===== src/rtl/sc1_reset_pkg.sv =====
// ============================================================================
// Module      : sc1_reset_pkg
// Description : Shared FSM state encoding, reset-cause codes and a counter
//               sizing helper for the reset sequencer.
// Revision    : 1.0 - initial release
// ============================================================================
`default_nettype none

package sc1_reset_pkg;

    typedef enum logic [2:0] {
        ST_ASSERT  = 3'd0,
        ST_WAIT    = 3'd1,
        ST_HOLD    = 3'd2,
        ST_RELEASE = 3'd3,
        ST_RUN     = 3'd4
    } state_t;

    typedef enum logic [1:0] {
        CAUSE_PORT   = 2'd0,
        CAUSE_BUTTON = 2'd1,
        CAUSE_LOCK   = 2'd2
    } cause_t;

    // Bits needed for a counter that takes the values 0 .. terminal-1.
    function automatic int unsigned cnt_width(input int unsigned terminal);
        return (terminal > 1) ? $clog2(terminal) : 1;
    endfunction

endpackage

`default_nettype wire


===== src/rtl/reset_sequencer_sync_debounce.sv =====
// ============================================================================
// Module      : sync_debounce
// Description : Multi-flop synchroniser followed by an optional debounce
//               filter; DEBOUNCE_CYCLES = 0 gives a plain synchroniser.
// Revision    : 1.0 - initial release
// ============================================================================
`default_nettype none

module sync_debounce
    import sc1_reset_pkg::*;
#(
    parameter int unsigned SYNC_STAGES     = 2,
    parameter int unsigned DEBOUNCE_CYCLES = 0,
    parameter bit          RESET_LEVEL     = 1'b0
) (
    input  logic clk,
    input  logic reset,
    input  logic din,
    output logic dout
);

    logic [SYNC_STAGES-1:0] sync_q;
    logic [SYNC_STAGES-1:0] sync_d;
    logic                   w_sync;

    assign sync_d = {sync_q[SYNC_STAGES-2:0], din};
    assign w_sync = sync_q[SYNC_STAGES-1];

    always_ff @(posedge clk) begin
        if (reset) begin
            sync_q <= '0;
        end else begin
            sync_q <= sync_d;
        end
    end

    if (DEBOUNCE_CYCLES > 0) begin : g_debounce
        localparam int unsigned c_cnt_w = cnt_width(DEBOUNCE_CYCLES);
        localparam logic [c_cnt_w-1:0] c_cnt_last = c_cnt_w'(DEBOUNCE_CYCLES - 1);

        logic               deb_q;
        logic               deb_d;
        logic [c_cnt_w-1:0] cnt_q;
        logic [c_cnt_w-1:0] cnt_d;

        // Any sample equal to the filtered level restarts the run length.
        always_comb begin
            deb_d = deb_q;
            cnt_d = '0;
            if (w_sync != deb_q) begin
                if (cnt_q == c_cnt_last) begin
                    deb_d = w_sync;
                end else begin
                    cnt_d = cnt_q + c_cnt_w'(1);
                end
            end
        end

        always_ff @(posedge clk) begin
            if (reset) begin
                deb_q <= RESET_LEVEL;
                cnt_q <= '0;
            end else begin
                deb_q <= deb_d;
                cnt_q <= cnt_d;
            end
        end

        assign dout = deb_q;
    end else begin : g_passthrough
        assign dout = w_sync;
    end

endmodule

`default_nettype wire


===== src/rtl/reset_sequencer.sv =====
// ============================================================================
// Module      : reset_sequencer
// Description : Power-on / button / PLL-lock reset sequencer with staggered
//               release of NUM_OUT synchronous reset domains.
// Revision    : 1.0 - initial release
// ============================================================================
`default_nettype none

module reset_sequencer
    import sc1_reset_pkg::*;
#(
    parameter int unsigned SYNC_STAGES       = 2,
    parameter int unsigned DEBOUNCE_CYCLES   = 65536,
    parameter int unsigned HOLD_CYCLES       = 16,
    parameter int unsigned NUM_OUT           = 2,
    parameter int unsigned STAGGER           = 4,
    parameter bit          BUTTON_ACTIVE_LOW = 1'b1
) (
    input  logic               clk,
    input  logic               reset,
    input  logic               button_in,
    input  logic               pll_locked,
    output logic [NUM_OUT-1:0] reset_out,
    output logic               ready,
    output logic [1:0]         cause
);

    localparam int unsigned c_release_last = (NUM_OUT - 1) * STAGGER;
    localparam int unsigned c_cnt_span     = (HOLD_CYCLES > c_release_last) ?
                                             HOLD_CYCLES : c_release_last;
    localparam int unsigned c_cnt_w        = cnt_width(c_cnt_span);
    localparam logic [c_cnt_w-1:0] c_hold_last = c_cnt_w'(HOLD_CYCLES - 1);

    logic w_button_db;
    logic w_lock_ok;
    logic w_pressed;
    logic w_abort;

    // The filtered button starts at its released level.
    sync_debounce #(
        .SYNC_STAGES     (SYNC_STAGES),
        .DEBOUNCE_CYCLES (DEBOUNCE_CYCLES),
        .RESET_LEVEL     (BUTTON_ACTIVE_LOW)
    ) u_button (
        .clk   (clk),
        .reset (reset),
        .din   (button_in),
        .dout  (w_button_db)
    );

    sync_debounce #(
        .SYNC_STAGES     (SYNC_STAGES),
        .DEBOUNCE_CYCLES (0),
        .RESET_LEVEL     (1'b0)
    ) u_lock (
        .clk   (clk),
        .reset (reset),
        .din   (pll_locked),
        .dout  (w_lock_ok)
    );

    assign w_pressed = BUTTON_ACTIVE_LOW ? ~w_button_db : w_button_db;
    assign w_abort   = w_pressed | ~w_lock_ok;

    state_t               state_q,     state_d;
    cause_t               cause_q,     cause_d;
    logic [c_cnt_w-1:0]   cnt_q,       cnt_d;
    logic [NUM_OUT-1:0]   reset_out_q, reset_out_d;
    logic                 ready_q,     ready_d;

    always_comb begin
        state_d = state_q;
        cause_d = cause_q;
        cnt_d   = cnt_q;
        unique case (state_q)
            ST_ASSERT: begin
                state_d = ST_WAIT;
                cnt_d   = '0;
            end
            ST_WAIT: begin
                if (w_lock_ok && !w_pressed) begin
                    state_d = ST_HOLD;
                    cnt_d   = '0;
                end
            end
            ST_HOLD: begin
                if (cnt_q == c_hold_last) begin
                    state_d = ST_RELEASE;
                    cnt_d   = '0;
                end else begin
                    cnt_d = (cnt_q == '1) ? cnt_q : cnt_q + c_cnt_w'(1);
                end
            end
            ST_RELEASE: begin
                // RUN coincides with the last domain's release; a single
                // domain still spends one cycle in RELEASE.
                if (32'(cnt_q) + 32'd1 >= c_release_last) begin
                    state_d = ST_RUN;
                end else begin
                    cnt_d = (cnt_q == '1) ? cnt_q : cnt_q + c_cnt_w'(1);
                end
            end
            ST_RUN: begin
            end
            default: begin
                state_d = ST_ASSERT;
                cnt_d   = '0;
            end
        endcase

        if (w_abort && (state_q == ST_HOLD || state_q == ST_RELEASE ||
                        state_q == ST_RUN)) begin
            state_d = ST_ASSERT;
            cnt_d   = '0;
            cause_d = w_lock_ok ? CAUSE_BUTTON : CAUSE_LOCK;
        end
    end

    // Outputs are decoded from the next state so they switch with it,
    // straight from flops.
    always_comb begin
        reset_out_d = '1;
        ready_d     = (state_d == ST_RUN);
        for (int unsigned i = 0; i < NUM_OUT; i++) begin
            reset_out_d[i] = !((state_d == ST_RUN) ||
                               ((state_d == ST_RELEASE) &&
                                (32'(cnt_d) >= i * STAGGER)));
        end
    end

    always_ff @(posedge clk) begin
        if (reset) begin
            state_q     <= ST_ASSERT;
            cause_q     <= CAUSE_PORT;
            cnt_q       <= '0;
            reset_out_q <= '1;
            ready_q     <= 1'b0;
        end else begin
            state_q     <= state_d;
            cause_q     <= cause_d;
            cnt_q       <= cnt_d;
            reset_out_q <= reset_out_d;
            ready_q     <= ready_d;
        end
    end

    assign reset_out = reset_out_q;
    assign ready     = ready_q;
    assign cause     = cause_q;

endmodule

`default_nettype wire


===== config.mk =====
export PLATFORM = sky130hd
export DESIGN_NAME = reset_sequencer
export DESIGN_NICKNAME = d
export VERILOG_FILES = /design/src/rtl/sc1_reset_pkg.sv /design/src/rtl/reset_sequencer_sync_debounce.sv /design/src/rtl/reset_sequencer.sv
export SDC_FILE = /design/constraint.sdc
export NUM_CORES = 1
export LEC_CHECK = 0
export CAP_MARGIN = 20
export CORE_ASPECT_RATIO = 1.25
export CORE_UTILIZATION = 59
export CTS_BUF_LIST = sky130_fd_sc_hd__clkbuf_8
export DETAILED_ROUTE_END_ITERATION = 16
export GPL_TIMING_DRIVEN = 0
export PLACE_DENSITY = 0.79
export REMOVE_ABC_BUFFERS = 1
export SLEW_MARGIN = 30
export SYNTH_ARGS = -nofsm -noshare
export SYNTH_HDL_FRONTEND = slang
export SYNTH_SLANG_ARGS = --single-unit

===== constraint.sdc =====
create_clock -name clk -period 2.6 [get_ports clk]
set_input_delay 0.39 -clock clk [delete_from_list [all_inputs] [get_ports clk]]
set_output_delay 0.39 -clock clk [all_outputs]
set_load 0.02 [all_outputs]

==> metrics.cfg <==
[outcome]
status = finished, final reports clean

[synth]
yosys_register_bits = 33
ys_seq_area_frac = 0.437
syn_area_mm2 = 0.00151
synthArstFlopShare = 0
synth_flop_cell = dfxtp_1
synth-edff-count = 0
yosys.area.top_type = dfxtp_1
yosys_warnings = 0
ys_types = 41
synth_cells = 172
synth_most_common_cell = dfxtp_1
syn_avg_cell_area_um2 = 8.78
ys_top_cells_by_count = 33 x dfxtp_1, 26 x nor2_1, 14 x nand2_1
synth_area_leaders = dfxtp_1 44%, nor2_1 6.5%, xor2_1 4.6%
yosys.area.top_type_share = 0.437

[critical_path]
worstSetupEndpointType = register
critPathSlowestCell = or4_1
required_ns = 2.80
path_cells = ha_1 > nand3_1 > ha_1 > or4_1 > a31oi_1
worstSetupPathType = reg2reg
start_kind = register
critPathArrivalTime_ns = 2.16
regToRegStartpoint = cnt_q[0]$_SDFF_PP0_
cpLargestDelayFamily = simple AND/OR/NAND/NOR gates
crit_top_cell = ha_1
startpoint = cnt_q[0]$_SDFF_PP0_
slowest_delay_ns = 0.50
path_buf_inv = 0
worstPathMaxFanout = 7

[layout]
final_nets = 189
num-fill-cells = 204
area_delta_synth_final_pct = 11.5
antenna_cells = 0
seqCellArea_um2 = 661
stdcell_area_mm2 = 0.00168
drive_gt1_frac = 0.0884
finalNonFillerCells = 214
multiInputGateArea_um2 = 790

[timing]
max_freq_mhz = 512
slew_headroom = 0.599
final-setup-viol-count = 0
max_slew.worst_pin.slew_ns = 0.597
finalCritPeriodShare = 0.751
rsz0062_at_grt = no
drv_slew = 0
setup_ws_ns = 0.649
min_period_ns = 1.95
hold_viol = 0
finalSetupTns_ns = 0
fin_skew_ns = 0.00388

[detailed_routing]
wl_per_cell_um = 12.5
firstDrtPassIters = 6
postRouteAntennaNets = 0
vias_per_cell = 5.51
drc = 0
vias = 1180
postRouteWirelength_um = 2670
drt-initial-drc-count = 26

[cts]
cts_root_buf = clkbuf_8
cts_buffer_depth = 2
clk_pin_slew_ns = 0.06
cts-resized-gates = 0
post-cts-setup-buffers = 0
cts_made_buffers = 5
cts_tree = done
clk-insertion-delay-late_ns = 0.28
cts_hold_buffers = 0
htreeDepth = 2
clock-sinks = 33

[floorplan]
die_y_um = 58.6
dieArea_mm2 = 0.00277
rows = 20
core_area_mm2 = 0.00243
io_pins = 9
start_util = 0.622
die_x_um = 47.3

[global_routing]
grt_antenna_before_repair = 0
grt_pass1_vias = 1035
grt_max_degree = 14
grt_usage = 0.219
grt_overflow_total = 0
grt_pass1_wl_um = 4330

[power_and_ir_drop]
p_per_area_mw_per_mm2 = 557
vdd_drop_max_uv = 418
total_leakage_power_nw = 0.625

[placed_design]
hpwl_um = 1930
place_area_mm2 = 0.00160
placed_cells = 207
io_buffers = 8
post-place-ws_ns = 0.672
place_congestion = 0.901

[min_path]
min_from = u_lock.sync_q[0]$_SDFF_PP0_
hold_class = reg2reg

[run]
max_cap_viol_count = 0

[per-stage QoR]
| step | hold slack, ns | total power [mW] | utilization |
|---|---|---|---|
| after global placement | 0.418 | 0.573 | 0.658 |
| after floorplan | 0.414 | 0.559 | - |
| after CTS | 0.441 | 0.944 | 0.694 |
| final | 0.436 | 0.937 | 0.694 |
| after detailed placement | 0.426 | 0.575 | 0.658 |
| after global routing | 0.459 | 0.976 | 0.694 |
[placed cells by master, fill, tap and decap left out, types with 2 or more instances in the layout]
cell / instances
a21oi_1: 4
nand3_1: 8
clkdlybuf4s50_1: 8
nor2_1: 26
o31ai_1: 3
ha_1: 4
and4_1: 3
dfxtp_1: 33
nor2b_1: 7
inv_1: 8
clkbuf_8: 6
a31oi_1: 4
and3_1: 3
o21ai_0: 6
xor2_1: 8
nand4_1: 3
nand2_1: 14
a22oi_1: 2
nor3_1: 4
xnor2_1: 7
[registers in the layout, summed over array words and instances (netlist names)]
register and count:
u_button.g_debounce.cnt_q 16, cause 2, u_button.sync_q 2, ready 1
u_button.dout 1, cnt_q 4, reset_out 2, state_q 3
u_lock.sync_q 2
[final timing paths]
kind | endpoint | slack [ns] | cells after the start
min reg2reg | u_lock.sync_q[1]$_SDFF_PP0_ | 0.44 | 1
min | u_lock.sync_q[1]$_SDFF_PP0_ | 0.44 | 1
max | cnt_q[0]$_SDFF_PP0_ | 0.65 | 5
max reg2reg | cnt_q[0]$_SDFF_PP0_ | 0.65 | 5
[cells by family (layout without fill, tap and decap cells)]
family | after synthesis | in the layout | synth area share
muxes | 1 | 1 | 0.00663
adders and majority gates | 4 | 4 | 0.0331
DFF | 33 | 33 | 0.437
xor gates and xnor gates | 15 | 15 | 0.0870
buffers and inverters | 13 | 22 | 0.0398
AOI/OAI and AO/OA | 27 | 27 | 0.125
and+or+nand+nor | 79 | 79 | 0.271
[per-layer routing]
metal | up-vias | global-route usage | wire (um)
li1 | 606 | - | -
met1 | 547 | 0.256 | 1210
met2 | 23 | 0.352 | 1320
met3 | 4 | 0.0736 | 99
met4 | 0 | 0.0980 | 32
met5 | - | 0 | 0
[area by class of cell]
class | count | area share
clock buffer | 6 | 0.0490
clock inverter | 1 | 0.00223
inverter | 7 | 0.0156
multi-input combinational | 126 | 0.469
sequential | 33 | 0.392
tap | 33 | 0.0245
timing repair buffer | 8 | 0.0475
[report_power, final]
part / switching (mW) / internal, mW / leakage, nW / total, mW
clock network: 0.168 / 0.206 / 0.0485 / 0.374
registers: 0.0101 / 0.515 / 0.268 / 0.525
logic: 0.0206 / 0.0184 / 0.308 / 0.0391
total: 0.199 / 0.739 / 0.625 / 0.937
[worst register-to-register path, delay by kind of cell, from the launching register on]
| kind | cells | cell delay, ns |
|---|---|---|
| simple gates | 2 | 0.66 |
| compound gates | 1 | 0.17 |
| fa+ha+maj | 2 | 0.60 |
| flops | 1 | 0.45 |
Note: power is estimated with default switching activity, not from simulation.
